File: src/rtl/ysyx_25060170_wbq.sv
// Writeback queue: in-order commit FIFO with trap/irq redirect and fwd.
// Ports: in_* push side, cmt_* commit side, wb_* regfile write, fwd_*
// lookup (only with YSYX_25060170_WB_FWD_EN), irq_*, ie_jump* redirect.
module ysyx_25060170_wbq #(
   parameter int DATA_W = 32,
   parameter int DEPTH  = 4
) (
   input  logic              clk,
   input  logic              rst,
   input  logic              in_valid,
   output logic              in_ready,
   input  logic [DATA_W-1:0] in_pc,
   input  logic [1:0]        in_wb_sel,
   input  logic              in_rd_ena,
   input  logic [4:0]        in_rd_addr,
   input  logic [DATA_W-1:0] in_ls_data,
   input  logic [DATA_W-1:0] in_exu_res,
   input  logic [DATA_W-1:0] in_csr_data,
   input  logic              in_trap,
   input  logic [DATA_W-1:0] in_trap_pc,
   input  logic              irq_valid,
   input  logic [DATA_W-1:0] irq_pc,
   output logic              irq_ack,
   output logic              cmt_valid,
   input  logic              cmt_ready,
   output logic [DATA_W-1:0] cmt_pc,
   output logic              wb_rd_ena,
   output logic [4:0]        wb_rd_addr,
   output logic [DATA_W-1:0] wb_data,
   input  logic [4:0]        fwd_addr,
   output logic              fwd_hit,
   output logic [DATA_W-1:0] fwd_data,
   output logic              ie_jump,
   output logic [DATA_W-1:0] ie_jump_pc
);

   localparam int PTR_W = $clog2(DEPTH);
   localparam logic [PTR_W:0] FULL = (PTR_W+1)'(DEPTH);

   logic [DATA_W-1:0] pc_q      [DEPTH];
   logic              rd_ena_q  [DEPTH];
   logic [4:0]        rd_addr_q [DEPTH];
   logic [DATA_W-1:0] data_q    [DEPTH];
   logic              trap_q    [DEPTH];
   logic [DATA_W-1:0] trap_pc_q [DEPTH];

   logic [PTR_W-1:0]  rptr_q, rptr_d;
   logic [PTR_W-1:0]  wptr_q, wptr_d;
   logic [PTR_W:0]    count_q, count_d;
   logic              ie_jump_q, ie_jump_d;
   logic [DATA_W-1:0] ie_jump_pc_q, ie_jump_pc_d;

   logic              count_nz, head_trap, irq_take;
   logic              pop, push, trap_pop, flush, wb_we;
   logic [DATA_W-1:0] wdata;

   assign count_nz  = (count_q != '0);
   assign head_trap = trap_q[rptr_q];
   // A trap at the head must commit first; irq waits behind it.
   assign irq_take  = irq_valid & count_nz & ~head_trap;
   assign cmt_valid = count_nz & ~irq_take;
   assign pop       = cmt_valid & cmt_ready;
   assign trap_pop  = pop & head_trap;
   assign flush     = trap_pop | irq_take;
   assign in_ready  = (count_q < FULL) & ~ie_jump_q & ~flush;
   assign push      = in_valid & in_ready;
   assign irq_ack   = irq_take;
   assign cmt_pc    = pc_q[rptr_q];

   assign wb_we      = pop & rd_ena_q[rptr_q] & (rd_addr_q[rptr_q] != 5'd0);
   assign wb_rd_ena  = wb_we;
   assign wb_rd_addr = wb_we ? rd_addr_q[rptr_q] : 5'd0;
   assign wb_data    = wb_we ? data_q[rptr_q] : '0;

   assign ie_jump    = ie_jump_q;
   assign ie_jump_pc = ie_jump_pc_q;

   always_comb begin
      wdata = '0;
      unique case (in_wb_sel)
         2'b01:   wdata = in_ls_data;
         2'b10:   wdata = in_exu_res;
         2'b11:   wdata = in_csr_data;
         default: wdata = '0;
      endcase
   end

   always_comb begin
      rptr_d       = rptr_q;
      wptr_d       = wptr_q;
      count_d      = count_q;
      ie_jump_d    = flush;
      ie_jump_pc_d = '0;
      if (irq_take)
         ie_jump_pc_d = irq_pc;
      else if (trap_pop)
         ie_jump_pc_d = trap_pc_q[rptr_q];
      if (flush) begin
         rptr_d  = '0;
         wptr_d  = '0;
         count_d = '0;
      end else begin
         if (push)
            wptr_d = wptr_q + PTR_W'(1);
         if (pop)
            rptr_d = rptr_q + PTR_W'(1);
         unique case ({push, pop})
            2'b10:   count_d = count_q + (PTR_W+1)'(1);
            2'b01:   count_d = count_q - (PTR_W+1)'(1);
            default: count_d = count_q;
         endcase
      end
   end

   always_ff @(posedge clk or negedge rst) begin
      if (!rst) begin
         rptr_q       <= '0;
         wptr_q       <= '0;
         count_q      <= '0;
         ie_jump_q    <= 1'b0;
         ie_jump_pc_q <= '0;
      end else begin
         rptr_q       <= rptr_d;
         wptr_q       <= wptr_d;
         count_q      <= count_d;
         ie_jump_q    <= ie_jump_d;
         ie_jump_pc_q <= ie_jump_pc_d;
      end
   end

   always_ff @(posedge clk or negedge rst) begin
      if (!rst) begin
         for (int i = 0; i < DEPTH; i++) begin
            pc_q[i]      <= '0;
            rd_ena_q[i]  <= 1'b0;
            rd_addr_q[i] <= 5'd0;
            data_q[i]    <= '0;
            trap_q[i]    <= 1'b0;
            trap_pc_q[i] <= '0;
         end
      end else if (push) begin
         pc_q[wptr_q]      <= in_pc;
         rd_ena_q[wptr_q]  <= in_rd_ena;
         rd_addr_q[wptr_q] <= in_rd_addr;
         data_q[wptr_q]    <= wdata;
         trap_q[wptr_q]    <= in_trap;
         trap_pc_q[wptr_q] <= in_trap_pc;
      end
   end

`ifdef YSYX_25060170_WB_FWD_EN
   logic [PTR_W-1:0] fidx;
   // Walk oldest to youngest so the last match wins.
   always_comb begin
      fwd_hit  = 1'b0;
      fwd_data = '0;
      fidx     = rptr_q;
      for (int i = 0; i < DEPTH; i++) begin
         fidx = rptr_q + PTR_W'(i);
         if (((PTR_W+1)'(i) < count_q) && rd_ena_q[fidx] &&
             (rd_addr_q[fidx] == fwd_addr) && (fwd_addr != 5'd0)) begin
            fwd_hit  = 1'b1;
            fwd_data = data_q[fidx];
         end
      end
   end
`else
   logic fwd_unused;
   assign fwd_unused = ^fwd_addr;
   assign fwd_hit    = 1'b0;
   assign fwd_data   = '0;
`endif

endmodule

File: config.mk
export PLATFORM = sky130hd
export DESIGN_NAME = ysyx_25060170_wbq
export DESIGN_NICKNAME = d
export VERILOG_FILES = /design/src/rtl/ysyx_25060170_wbq.sv
export SDC_FILE = /design/constraint.sdc
export NUM_CORES = 1
export LEC_CHECK = 0
export ABC_AREA = 1
export BUFFER_PORTS_ARGS = -buffer_cell sky130_fd_sc_hd__buf_4
export CORE_UTILIZATION = 48
export CTS_BUF_LIST = sky130_fd_sc_hd__clkbuf_8
export CTS_CLUSTER_DIAMETER = 120
export DETAILED_ROUTE_END_ITERATION = 10
export GPL_TIMING_DRIVEN = 0
export PLACE_DENSITY = 0.69
export SYNTH_ARGS = -nofsm -noshare
export SYNTH_HDL_FRONTEND = slang
export SYNTH_SLANG_ARGS = --single-unit
File: constraint.sdc
create_clock -name clk -period 3.4 [get_ports clk]
set_input_delay 0.17 -clock clk [delete_from_list [all_inputs] [get_ports clk]]
set_output_delay 0.17 -clock clk [all_outputs]
set_load 0.01 [all_outputs]
==> run summary, run 1 <==
leakage power: 13.8 nW
Async SR Flop Fraction: 1.00
Post-Synth XOR/XNOR Area: 0.000411
Rel. slew slack: 0.473
Setup Skew: 0.0330 ns
Die X: 213 um
area leader, netlist: dfrtp_1
crit start category: flop
Fin. Hold Viols: 0
count leader, synth: nand2_1
WS Path Type: flop to output port
Mapped Cells: 2714
Synth top area share: 0.531
initial antenna violation count: 5
max cap viols: 0
Syn Std Cell Area: 0.0213 sq mm
io pins: 350
antenna-violating nets left: 0
drt pass-1 iters: 5
placed cell count: 3646
drt wl/cell: 18.2 um
multiplexer share of the synthesized area: 0
core footprint: 0.0435 sq mm
Port Buffer Count: 311
r2r setup slk: 0.60 ns
vias in the first global route: 21300
H-tree depth: 3
P per Cell Area: 850 mW/mm^2
CTS max path bufs: 3
CTS Sinks: 452
Remaining Overflow, GRT: 0
Post-Synth Adder-Cell Area: 0.00329
largest family of logic cells by synthesized area: compound AO/OA/AOI/OAI gates
area grow syn2layout: 31.7%
count of unique library cells instantiated by Yosys: 29
via count: 21200
Post-Synth Simple-Gate Area: 0.183
footprint of the multi-input gates: 0.00843 sq mm
die footprint: 0.0452 sq mm
fraction of layout cells with a size suffix above 1: 0.158
RSZ-0062 raised after global routing: false
Critical Path End Type: output port
Seq. cell area: 0.0113 sq mm
global-route wire length before repair: 113 mm
Yosys reg bits: 452
VDD IR max: 0.429 mV
Post-synth top flop: dfrtp_1
fmax: 299 MHz
# fillers: 3783
initial core utilization: 0.490
outcome: finished clean
routed wire length: 72.2 mm
Rows: 76
die height: 213 um
Slew Limit Fails: 0
Area contributors post-synth: dfrtp_1 53%, nand2_1 15%, o21ai_0 14%, a21oi_1 4.1%, inv_1 2.7%
TritonCTS Buffers: 79
Pwr Total: 23.8 mW
post-synthesis sequential area ratio: 0.531
EDFF count, synth: 0
CTS root buf: clkbuf_8
CTS tree: yes
vias per inst: 5.34
synthesized area per cell: 7.85 sq um
Synth top cells by count: 877 x nand2_1, 598 x o21ai_0, 452 x dfrtp_1
Worst Path Max Fanout: 10
Worst EP required: 3.23 ns
number of synthesis warnings: 0
crit share post-route: 0.982
Clock transition at path regs: 0.06 ns
Hold Crit Class: input pin to flop
largest net degree at the start of global routing: 126
First DRT Iteration DRCs: 1932
Residual DRC: 0
Setup Viol. Count Final: 0
GRT Util Overall: 0.322
Worst Path Arrival: 3.17 ns
Finished Layout Cells: 3969
Synth Area in Compound Gates: 0.204
HPWL Detailed: 49.5 mm
Worst-Margin Slew: 0.790 ns
Worst-Skew Late Latency: 0.65 ns
RD Place Congestion: 0.891
post-layout min period: 3.34 ns
fin nets: 3536
==> through the flow <==
stage	setup slack, ns	setup TNS, ns	cell area [sq um]	hold WS [ns]	utilization
2_1_floorplan	1.19	0	21400	-0.126	-
3_5_place_dp	0.199	0	24600	-0.0532	0.566
5_1_grt	0.00726	0	28000	0.0304	0.645
3_3_place_gp	-2.48	-1086.29	24500	0.380	0.563
4_1_cts	0.0108	0	28000	0.000895	0.645
6_report	0.0598	0	28000	0.0268	0.645
==> final timing paths <==
check	from	to	cells past startpoint
max	rptr_q[0]	cmt_pc[29]	8
min	in_csr_data[29]	data_q[29]	5
max reg2reg	rptr_q[0]	pc_q[89]	9
min reg2reg	pc_q[34]	pc_q[34]	2
max in group asynchronous	rst	pc_q[10]	5
min in group asynchronous	rst	ie_jump_pc[7]	3
==> routing by layer <==
layer	track usage	vias up	part of all wire
li1	-	9968	-
met1	0.413	10200	0.41
met2	0.538	939	0.49
met3	0.0581	145	0.077
met4	0.132	2	0.030
met5	0	-	0.00018
==> flip-flops by register name, indices dropped and copies added (netlist names) <==
signal      cells
count_q         3
data_q        128
ie_jump         1
ie_jump_pc     32
pc_q          128
rd_addr_q      20
rd_ena_q        4
rptr_q          2
trap_pc_q     128
trap_q          4
wptr_q          2
==> worst max-delay path: stages, from the launching register on <==
cell	delay [ns]
dfrtp_1	0.38
buf_4	0.20
buf_2	0.27
buf_2	0.39
clkbuf_2	0.38
buf_2	0.31
nor2_1	0.12
o22ai_1	0.26
buf_4	0.19
==> what timing repair did <==
| item | CTS | global route |
|---|---|---|
| resized for setup | 6 | 7 |
| buffers inserted | 0 | 0 |
| endpoints found under the hold margin | 524 | 0 |
| hold buffers | 178 | 0 |
| endpoints found under the setup margin | 49 | 22 |
==> final cells by class <==
cell class                 instances  area share
antenna                            4    0.000357
timing repair buffer             493       0.151
clock buffer                     101      0.0496
sequential                       452       0.403
tap                              585      0.0261
clock inverter                    40     0.00906
buffer                           234      0.0389
inverter                         160      0.0214
multi-input combinational       1900       0.300
==> report_power, final <==
part / internal, mW / switching (mW) / leakage (nW)
clock network: 2.89 / 2.29 / 0.939
registers: 7.80 / 0.952 / 5.68
logic: 3.33 / 6.58 / 7.20
==> cell families after synthesis <==
logic type	after synthesis
AOI/OAI and AO/OA	858
buffers and inverters	394
DFF	452
adders and majority gates	5
xor gates and xnor gates	1
other	1
and+or+nand+nor	1003
==> layout by cell type (no fill, tap or decap), types with 33 or more instances in the layout <==
cell type	count
a21oi_1	173
buf_2	44
buf_4	348
clkbuf_1	131
clkbuf_8	101
conb_1	33
dfrtp_1	452
dlygate4sd3_1	178
inv_1	181
nand2_1	877
nand3_1	37
nor2_1	76
o21ai_0	598
o21ai_1	54
(Power assumes the default switching activity.)
==> run 2: changes to the inputs <==
--- a/config.mk
+++ b/config.mk
@@ -7,12 +7,15 @@
 export LEC_CHECK = 0
 export ABC_AREA = 1
 export BUFFER_PORTS_ARGS = -buffer_cell sky130_fd_sc_hd__buf_4
-export CORE_UTILIZATION = 48
+export CELL_PAD_IN_SITES_DETAIL_PLACEMENT = 1
+export CELL_PAD_IN_SITES_GLOBAL_PLACEMENT = 1
+export CORE_UTILIZATION = 46
 export CTS_BUF_LIST = sky130_fd_sc_hd__clkbuf_8
 export CTS_CLUSTER_DIAMETER = 120
 export DETAILED_ROUTE_END_ITERATION = 10
 export GPL_TIMING_DRIVEN = 0
-export PLACE_DENSITY = 0.69
+export PLACE_DENSITY = 0.84
+export REMOVE_ABC_BUFFERS = 1
 export SYNTH_ARGS = -nofsm -noshare
 export SYNTH_HDL_FRONTEND = slang
 export SYNTH_SLANG_ARGS = --single-unit
==> run 2 against run 1 <==
Compared with the run above: clock skew shrank 0.0076 ns; fmax decreased by 2.4%; sequential share of layout area is 0.43 points lower; largest power group unchanged; the flow now finishes with violations (setup timing); global-route usage grew 5.1 points; wire length increased by 26%; clock-buffer cell count shrank 5.
==> run summary, run 2 (synthesis gave the netlist of run 1 again) <==
outcome: complete, but fails checks
failing checks: setup timing
drt pass-1 iters: 5
hold_ws: 0.00772 ns
die footprint: 0.0472 sq mm
initial core utilization: 0.468
CTS max path bufs: 3
drt wl/cell: 23.8 um
r2r setup slk: 0.01 ns
P per Cell Area: 908 mW/mm^2
area grow syn2layout: 33.2%
initial antenna violation count: 2
Setup Skew: 0.0254 ns
First DRT Iteration DRCs: 1692
Residual DRC: 0
Worst-Skew Late Latency: 0.66 ns
CTS Sinks: 452
Crit path top cell by count: nand2_2
crit share post-route: 1.01
layer carrying the most global-route usage: met2
pre-CTS setup slack: -1.74 ns
crit start category: flop
fmax: 292 MHz
R2R Path Start: rptr_q[0]
via count: 22400
Worst EP required: 3.23 ns
HPWL Detailed: 42.1 mm
Critical-path top delay cell: dfrtp_4
Die X: 217 um
Rows: 78
met2 Usage GRT: 0.646
Setup Viol. Count Final: 2
Worst-Margin Slew: 1.14 ns
Fin. Hold Viols: 0
grt met3 use: 0.0795
H-tree depth: 3
routed wire length: 90.8 mm
post-layout min period: 3.42 ns
leakage power: 13.8 nW
VDD IR max: 0.596 mV
CTS root buf: clkbuf_8
TritonCTS Buffers: 80
worst-case reg-to-reg path depth: 13
crit-path leading delay family: simple AND/OR/NAND/NOR gates
Critical Path End Type: output port
GRT Util Overall: 0.373
antenna-violating nets left: 0
most frequent cells in the layout: 873 x nand2_1, 598 x o21ai_0, 450 x dfrtp_1
die height: 217 um
Buf/Inv on CP: 8
Stages on worst setup path: 17
Worst Path Max Fanout: 18
Rel. slew slack: 0.236
Port Buffer Count: 311
vias in the first global route: 24400
WS Path Type: flop to output port
largest net degree at the start of global routing: 120
io pins: 350
global-route wire length before repair: 136 mm
setup slack after layout: -0.0226 ns
global-route met1 utilization: 0.430
Remaining Overflow, GRT: 0
CP endpoint: wb_rd_addr[4]
Slew Limit Fails: 0
fin nets: 3380
Hold Crit Class: input pin to flop
Top Registers: data_q: 128 flops, pc_q: 128 flops, trap_pc_q: 128 flops
Clock transition at path regs: 0.08 ns
Worst Path Arrival: 3.25 ns
slowest cell delay on critical path: 0.53 ns
core footprint: 0.0455 sq mm
CTS tree: yes
most common cell after layout, fill and taps aside: nand2_1
vias per inst: 5.86
critical path cell sequence: buf_16 > buf_16 > clkinv_16 > nand2_1 > nand3_4 > nand2_2 > nand2_4 > nand2_2 > inv_2 > nand2_2 > inv_2 > nand2_1 > nor2_4 > buf_12 > inv_8 > nor2_1 > buf_4
RD Place Congestion: 0.759
end of the worst register-to-register path: trap_pc_q[103]
max cap viols: 0
crit path launch: rptr_q[0]
fraction of layout cells with a size suffix above 1: 0.171
[run 2: cell count changes in the layout (fill, tap and decap cells not counted), moves of 5 or more]
cell,before,now
buf_16,4,13
bufbuf_16,0,6
buf_2,44,0
a21oi_1,173,149
buf_12,0,23
buf_1,12,0
clkbuf_8,101,96
a21oi_2,0,20
clkbuf_2,8,0
buf_4,348,330
clkbuf_1,131,0
[run 2: worst register-to-register path: stages (launching register included)]
cell and delay, ns:
dfrtp_4 0.53, buf_16 0.18, buf_16 0.16, clkinv_16 0.09, nand2_1 0.10, nand3_4 0.08
buf_4 0.14, nand4_4 0.35, nand4_4 0.34, buf_12 0.27, buf_12 0.28, nor2_4 0.12
buf_4 0.25, o21ai_0 0.38
[run 2: how the worst min path moves through the flow]
stage	startpoint	to	slack [ns]	depth (start not counted)
5_1_grt	in_exu_res[31]	data_q[95]	0.03	5
2_1_floorplan	rst	count_q[0]	-0.13	0
6_report	in_exu_res[24]	data_q[88]	0.008	5
3_5_place_dp	rst	ie_jump_pc[23]	0.29	1
4_1_cts	in_ls_data[19]	data_q[115]	0.002	5
3_3_place_gp	irq_pc[7]	ie_jump_pc[7]	0.38	3
[run 2: area by class of cell]
class / instances / area, sq um
Clock inverter: 35 / 175
Timing Repair inverter: 5 / 46.3
Sequential cell: 452 / 11300
Tap cell: 600 / 751
Inverter: 160 / 677
Clock buffer: 96 / 1320
Fill cell: 5360 / 17100
Multi-Input combinational cell: 1905 / 8650
Timing Repair Buffer: 560 / 5420
Antenna cell: 4 / 10.0
[run 2: power breakdown]
| group | leakage [nW] | switching (mW) | internal, mW |
|---|---|---|---|
| clock network | 0.863 | 2.44 | 2.60 |
| logic | 7.22 | 7.73 | 4.01 |
| registers | 5.68 | 1.16 | 7.81 |
[run 2: timing repair]
action / in CTS / in global routing
endpoints found under the setup margin: 485 / 183
buffers inserted: 21 / 8
hold buffers: 180 / 0
gates resized for setup: 26 / 31
gates cloned: 15 / 3
pin swaps: 6 / 2
endpoints found under the hold margin: 519 / 0
[run 2: layer usage]
| metal | share of wire | up-vias |
|---|---|---|
| li1 | - | 9670 |
| met1 | 0.37 | 11300 |
| met3 | 0.073 | 322 |
| met4 | 0.052 | 0 |
| met2 | 0.50 | 1112 |
| met5 | 0 | - |
[run 2: per-stage QoR]
step	util	cell area [sq um]	instances	total power, mW	TNS [ns]
after floorplan	-	20300	2512	14.0	-3740.54
after global placement	0.515	23400	3423	17.4	-9921.87
after detailed placement	0.533	24200	3456	18.4	-580.20
after CTS	0.619	28100	3803	24.6	0
after global routing	0.624	28400	3815	27.0	-2.97
final	0.624	28400	3817	25.8	-0.0278
